### config.mk
export PLATFORM = sky130hd
export DESIGN_NAME = uart_receiver
export DESIGN_NICKNAME = d
export VERILOG_FILES = /design/src/rtl/uart_receiver.sv
export SDC_FILE = /design/constraint.sdc
export NUM_CORES = 1
export LEC_CHECK = 0
export ABC_CLOCK_PERIOD_IN_PS = 4100
export BUFFER_PORTS_ARGS = -buffer_cell sky130_fd_sc_hd__buf_2
export CORE_UTILIZATION = 60
export CTS_BUF_LIST = sky130_fd_sc_hd__clkbuf_8
export DETAILED_ROUTE_END_ITERATION = 8
export MAX_ROUTING_LAYER = met4
export PLACE_DENSITY = 0.82
export SLEW_MARGIN = 30
export SYNTH_ARGS = -nofsm -noshare
export SYNTH_HDL_FRONTEND = slang
export SYNTH_SLANG_ARGS = --single-unit
### constraint.sdc
create_clock -name clk -period 4.1 [get_ports clk]
set_clock_uncertainty 0.1 [all_clocks]
set_input_delay 0.82 -clock clk [delete_from_list [all_inputs] [get_ports clk]]
set_output_delay 0.82 -clock clk [all_outputs]
set_load 0.005 [all_outputs]
### src/rtl/uart_receiver.sv
// 8N1 UART receiver: 2-flop synchronizer, mid-bit sampling FSM, one-cycle valid/framing strobes.
// Optional 8E1 framing with parity_err output when UART_RX_PARITY_EN is defined.
module uart_receiver #(
    parameter int unsigned CLKS_PER_BIT = 10416,
    parameter int unsigned CNT_W        = 14
) (
    input  logic       clk,
    input  logic       rst_n,
    input  logic       RxD,
    output logic [7:0] data_out,
    output logic       rx_valid,
    output logic       framing_err,
    output logic       busy
`ifdef UART_RX_PARITY_EN
    ,
    output logic       parity_err
`endif
);

    localparam logic [CNT_W-1:0] HALF_CNT = CNT_W'((CLKS_PER_BIT - 1) / 2);
    localparam logic [CNT_W-1:0] FULL_CNT = CNT_W'(CLKS_PER_BIT - 1);

`ifdef UART_RX_PARITY_EN
    typedef enum logic [2:0] {IDLE, START, DATA, PARITY, STOP} state_t;

    function automatic logic parity_bad(input logic [7:0] d, input logic p);
        return ^{d, p};
    endfunction
`else
    typedef enum logic [2:0] {IDLE, START, DATA, STOP} state_t;
`endif

    state_t           state_r, state_nxt_s;
    logic [CNT_W-1:0] cnt_r, cnt_nxt_s;
    logic [2:0]       idx_r, idx_nxt_s;
    logic [7:0]       shift_r, shift_nxt_s;
    logic [7:0]       data_r, data_nxt_s;
    logic             armed_r, armed_nxt_s;
    logic             valid_r, valid_nxt_s;
    logic             ferr_r, ferr_nxt_s;
    logic             busy_r;
    logic             sync1_r, sync2_r;
    logic             rx_s;
`ifdef UART_RX_PARITY_EN
    logic             par_r, par_nxt_s;
    logic             perr_r, perr_nxt_s;
`endif

    assign rx_s = sync2_r;

    // Two-flop synchronizer for the asynchronous serial line, idle-high on reset
    always_ff @(posedge clk or negedge rst_n) begin
        if (!rst_n) begin
            sync1_r <= 1'b1;
            sync2_r <= 1'b1;
        end else begin
            sync1_r <= RxD;
            sync2_r <= sync1_r;
        end
    end

    // Next-state, datapath and strobe logic; IDLE only arms after seeing the line high
    always_comb begin
        state_nxt_s = state_r;
        cnt_nxt_s   = cnt_r;
        idx_nxt_s   = idx_r;
        shift_nxt_s = shift_r;
        data_nxt_s  = data_r;
        armed_nxt_s = armed_r;
        valid_nxt_s = 1'b0;
        ferr_nxt_s  = 1'b0;
`ifdef UART_RX_PARITY_EN
        par_nxt_s   = par_r;
        perr_nxt_s  = 1'b0;
`endif
        case (state_r)
            IDLE: begin
                cnt_nxt_s = {CNT_W{1'b0}};
                if (rx_s) begin
                    armed_nxt_s = 1'b1;
                end else if (armed_r) begin
                    armed_nxt_s = 1'b0;
                    state_nxt_s = START;
                end else begin
                    armed_nxt_s = 1'b0;
                end
            end
            START: begin
                if (cnt_r == HALF_CNT) begin
                    cnt_nxt_s = {CNT_W{1'b0}};
                    idx_nxt_s = 3'd0;
                    if (!rx_s) begin
                        state_nxt_s = DATA;
                    end else begin
                        state_nxt_s = IDLE;
                    end
                end else begin
                    cnt_nxt_s = cnt_r + CNT_W'(1);
                end
            end
            DATA: begin
                if (cnt_r == FULL_CNT) begin
                    cnt_nxt_s   = {CNT_W{1'b0}};
                    shift_nxt_s = {rx_s, shift_r[7:1]};
                    if (idx_r == 3'd7) begin
`ifdef UART_RX_PARITY_EN
                        state_nxt_s = PARITY;
`else
                        state_nxt_s = STOP;
`endif
                    end else begin
                        idx_nxt_s = idx_r + 3'd1;
                    end
                end else begin
                    cnt_nxt_s = cnt_r + CNT_W'(1);
                end
            end
`ifdef UART_RX_PARITY_EN
            PARITY: begin
                if (cnt_r == FULL_CNT) begin
                    cnt_nxt_s   = {CNT_W{1'b0}};
                    par_nxt_s   = rx_s;
                    state_nxt_s = STOP;
                end else begin
                    cnt_nxt_s = cnt_r + CNT_W'(1);
                end
            end
`endif
            STOP: begin
                if (cnt_r == FULL_CNT) begin
                    cnt_nxt_s   = {CNT_W{1'b0}};
                    state_nxt_s = IDLE;
                    if (!rx_s) begin
                        ferr_nxt_s = 1'b1;
`ifdef UART_RX_PARITY_EN
                    end else if (parity_bad(shift_r, par_r)) begin
                        perr_nxt_s = 1'b1;
`endif
                    end else begin
                        valid_nxt_s = 1'b1;
                        data_nxt_s  = shift_r;
                    end
                end else begin
                    cnt_nxt_s = cnt_r + CNT_W'(1);
                end
            end
            default: begin
                state_nxt_s = IDLE;
                cnt_nxt_s   = {CNT_W{1'b0}};
                armed_nxt_s = 1'b0;
            end
        endcase
    end

    // State, datapath and registered outputs
    always_ff @(posedge clk or negedge rst_n) begin
        if (!rst_n) begin
            state_r <= IDLE;
            cnt_r   <= {CNT_W{1'b0}};
            idx_r   <= 3'd0;
            shift_r <= 8'h00;
            data_r  <= 8'h00;
            armed_r <= 1'b0;
            valid_r <= 1'b0;
            ferr_r  <= 1'b0;
            busy_r  <= 1'b0;
`ifdef UART_RX_PARITY_EN
            par_r   <= 1'b0;
            perr_r  <= 1'b0;
`endif
        end else begin
            state_r <= state_nxt_s;
            cnt_r   <= cnt_nxt_s;
            idx_r   <= idx_nxt_s;
            shift_r <= shift_nxt_s;
            data_r  <= data_nxt_s;
            armed_r <= armed_nxt_s;
            valid_r <= valid_nxt_s;
            ferr_r  <= ferr_nxt_s;
            busy_r  <= (state_nxt_s != IDLE);
`ifdef UART_RX_PARITY_EN
            par_r   <= par_nxt_s;
            perr_r  <= perr_nxt_s;
`endif
        end
    end

    assign data_out    = data_r;
    assign rx_valid    = valid_r;
    assign framing_err = ferr_r;
    assign busy        = busy_r;
`ifdef UART_RX_PARITY_EN
    assign parity_err  = perr_r;
`endif

endmodule

==> metrics <==
status=finished clean; max-cap violation count=0; GPL Wtd Cong=0.847; gr usage total=22.9%; Hold Crit Class=flop to flop; Final Max Tran Viols=0; Vias=1241; cts hold-fix bufs=0; 1st-iter DRT viols=60; Post-synth EDFFs=0; Finished Cell Area=0.00215 mm^2; TNS Setup=0 ns; RSZ-0062 raised after global routing=false; CTS buffer count=5; # IOs=14; Peak supply drop=0.230 mV; register area share after synthesis=55.2%; FF-to-FF path depth=5; Fillers=200; Hold Slack=0.258 ns; CTS tree=built; drt pass-1 iters=4; antenna violations before repair=0; Worst slew margin=62.8%; Final min period=2.34 ns; clock net sink count=42; worst setup margin=1.76 ns; Die ar.=0.00341 mm^2; worst skew pair latency=0.29 ns; fin crit share=57.0%; Root Driver=clkbuf_8; crit start category=flop; synthesized flop and latch total=42; sw frac=18.5%; post-CTS setup buffers=0; Final setup viols=0; met3 routed WL=99 um; mean post-synth cell area=12.2 um^2; Logic pwr share=1.9%; total global routing overflow=0; Power Density=389 mW/mm^2; Clk pwr share=47.7%; Post-Syn Area=0.00191 mm^2; Final HPWL DP=2180 um; H-tree Lvls=2; largest net degree at the start of global routing=43; critical-path maximum fanout=11; Ant. Diodes=0; Primary FF master, synth=dfrtp_1; Max Freq=0.428 GHz; vias in the first global route=1248; pre-CTS WS=1.80 ns; Mapped Nets=162; DP Area=0.00201 mm^2; Metal-1 WL=1480 um; Nets=180; WL/cell=14.5 um; die width=58.4 um; yosys warns=0; Synth Instances=156; leakage power=0.00101 uW; power share of the sequential group=50.4%; CP Class=flop to flop; ys async rst share=100%; synthesis-to-layout area growth=12.7%; Register Area=0.00105 mm^2; Psw=155 uW; Longest Clk Path Bufs=2; final wirelength=3170 um; Worst-path clk slew=0.08 ns; WP data required=4.18 ns; # resized after CTS=0; Die Ht=58.4 um; Setup crit end kind=flop; area taken by multi-input logic gates=817 um^2; Top Metal Used=met4; core area=0.00303 mm^2; Slew @ Worst Pin=0.556 ns; first-pass GRT wire length=5480 um; share of cells above drive strength 1=30.3%; WL met2=1530 um; IO Port Bufs=13; ANT nets after route=0; Yosys cell types=39; worst hold stages=0; Via density=5.67; Cell Rows=20; DRC=0; Fin. Hold Viols=0; P_int=683 uW; Worst EP arrival=2.42 ns; initial core utilization=63.0%
-- worst max-delay path: stages, from the launching register on --
cell,delay [ns]
dfrtp_1,0.39
ha_1,0.26
nand4_1,0.16
or4_4,0.64
nor2_4,0.29
mux2_2,0.37
-- sequential cells by signal (all words and copies together) (netlist names) --
signal and count:
armed_r 1, state_r 3, sync1_r 1, idx_r 3, data_out 8, rx_valid 1, shift_r 8, cnt_r 14
framing_err 1, busy 1, rx_s 1
-- worst paths after layout --
kind	from	to	slack (ns)
worst max-delay path	cnt_r[0]	data_out[4]	1.76
worst min-delay path	sync1_r	rx_s	0.26
worst max register to register	cnt_r[0]	data_out[4]	1.76
worst min register to register	sync1_r	rx_s	0.26
max in group asynchronous	rst_n	rx_s	3.14
min in group asynchronous	rst_n	idx_r[1]	0.39
-- cell usage after synthesis, drive strengths merged (2+ instances only) --
master,instances,area share [%]
buf,2,1.2
nor2,15,4.2
inv,4,0.79
nand2,8,1.6
nand3,5,1.3
dfstp,2,2.8
or4,2,1.2
a21oi,3,0.79
or2,2,0.66
and3,4,1.4
mux2,16,9.4
nor4,4,1.3
nand4,5,1.6
o21ai,3,0.79
dfrtp,40,52
and2b,3,1.3
or3b,3,1.4
ha,3,2.0
or3,4,1.3
nor3,4,1.0
nor2b,2,0.66
xnor2,9,4.1
a221o,2,1.0
-- power by group through the flow --
stage | clock network (uW) | logic [uW] | registers, uW
2_1_floorplan | 0 | 6.66 | 429
5_1_grt | 419 | 18.9 | 423
3_3_place_gp | 0 | 15.7 | 430
3_5_place_dp | 0 | 16.6 | 430
4_1_cts | 407 | 16.6 | 422
6_report | 399 | 16.2 | 422
-- final cells by class --
| class | count | area share (%) |
|---|---|---|
| Inverter | 4 | 0.698 |
| Sequential cell | 42 | 49.0 |
| Multi-Input combinational cell | 108 | 38.0 |
| Clock inverter | 2 | 2.79 |
| Clock buffer | 6 | 3.84 |
| Tap cell | 44 | 2.56 |
| Timing Repair Buffer | 13 | 3.14 |
-- metal layers --
metal / up-vias / GRT usage [%]
met3: 8 / 4.62
li1: 593 / -
met2: 23 / 33.7
met5: - / -
met4: 0 / 12.6
met1: 617 / 30.1
-- stage by stage --
| step | util (%) | std cells | total power [uW] |
|---|---|---|---|
| after global placement | 66.2 | 211 | 446 |
| after global routing | 71.0 | 219 | 860 |
| after CTS | 71.0 | 219 | 845 |
| after detailed placement | 66.2 | 211 | 447 |
| final | 71.0 | 219 | 838 |
| after floorplan | - | 156 | 436 |
-- cells by family (layout without fill, tap and decap cells) --
kind of cell             Yosys count  in the layout  synth area share, %
AND/OR/NAND/NOR                   65             65                 20.8
flip-flops                        42             42                 55.2
XOR/XNOR                          10             10                 4.59
multiplexers                      16             16                 9.44
adder cells (fa/ha/maj)            3              3                 1.97
other                              1              1                0.197
buffers and inverters              6             25                 1.97
AO/OA/AOI/OAI                     13             13                 5.84
-- layout by cell type, fill, tap and decap left out, types with 2 or more instances in the layout --
master,instances
dfrtp_1,40
mux2_2,16
nor2_1,13
buf_2,12
xnor2_1,9
nand2_1,8
clkbuf_8,6
nand4_1,5
nand3_1,5
nor3_1,4
inv_1,4
nor4_1,4
or3_1,4
and3_1,3
o21ai_0,3
a21oi_1,3
ha_1,3
or2_2,2
or3b_2,2
or4_4,2
nor2b_1,2
and2b_2,2
a221o_1,2
bufinv_16,2
dfstp_2,2
Power figures use the tool's default switching activity.
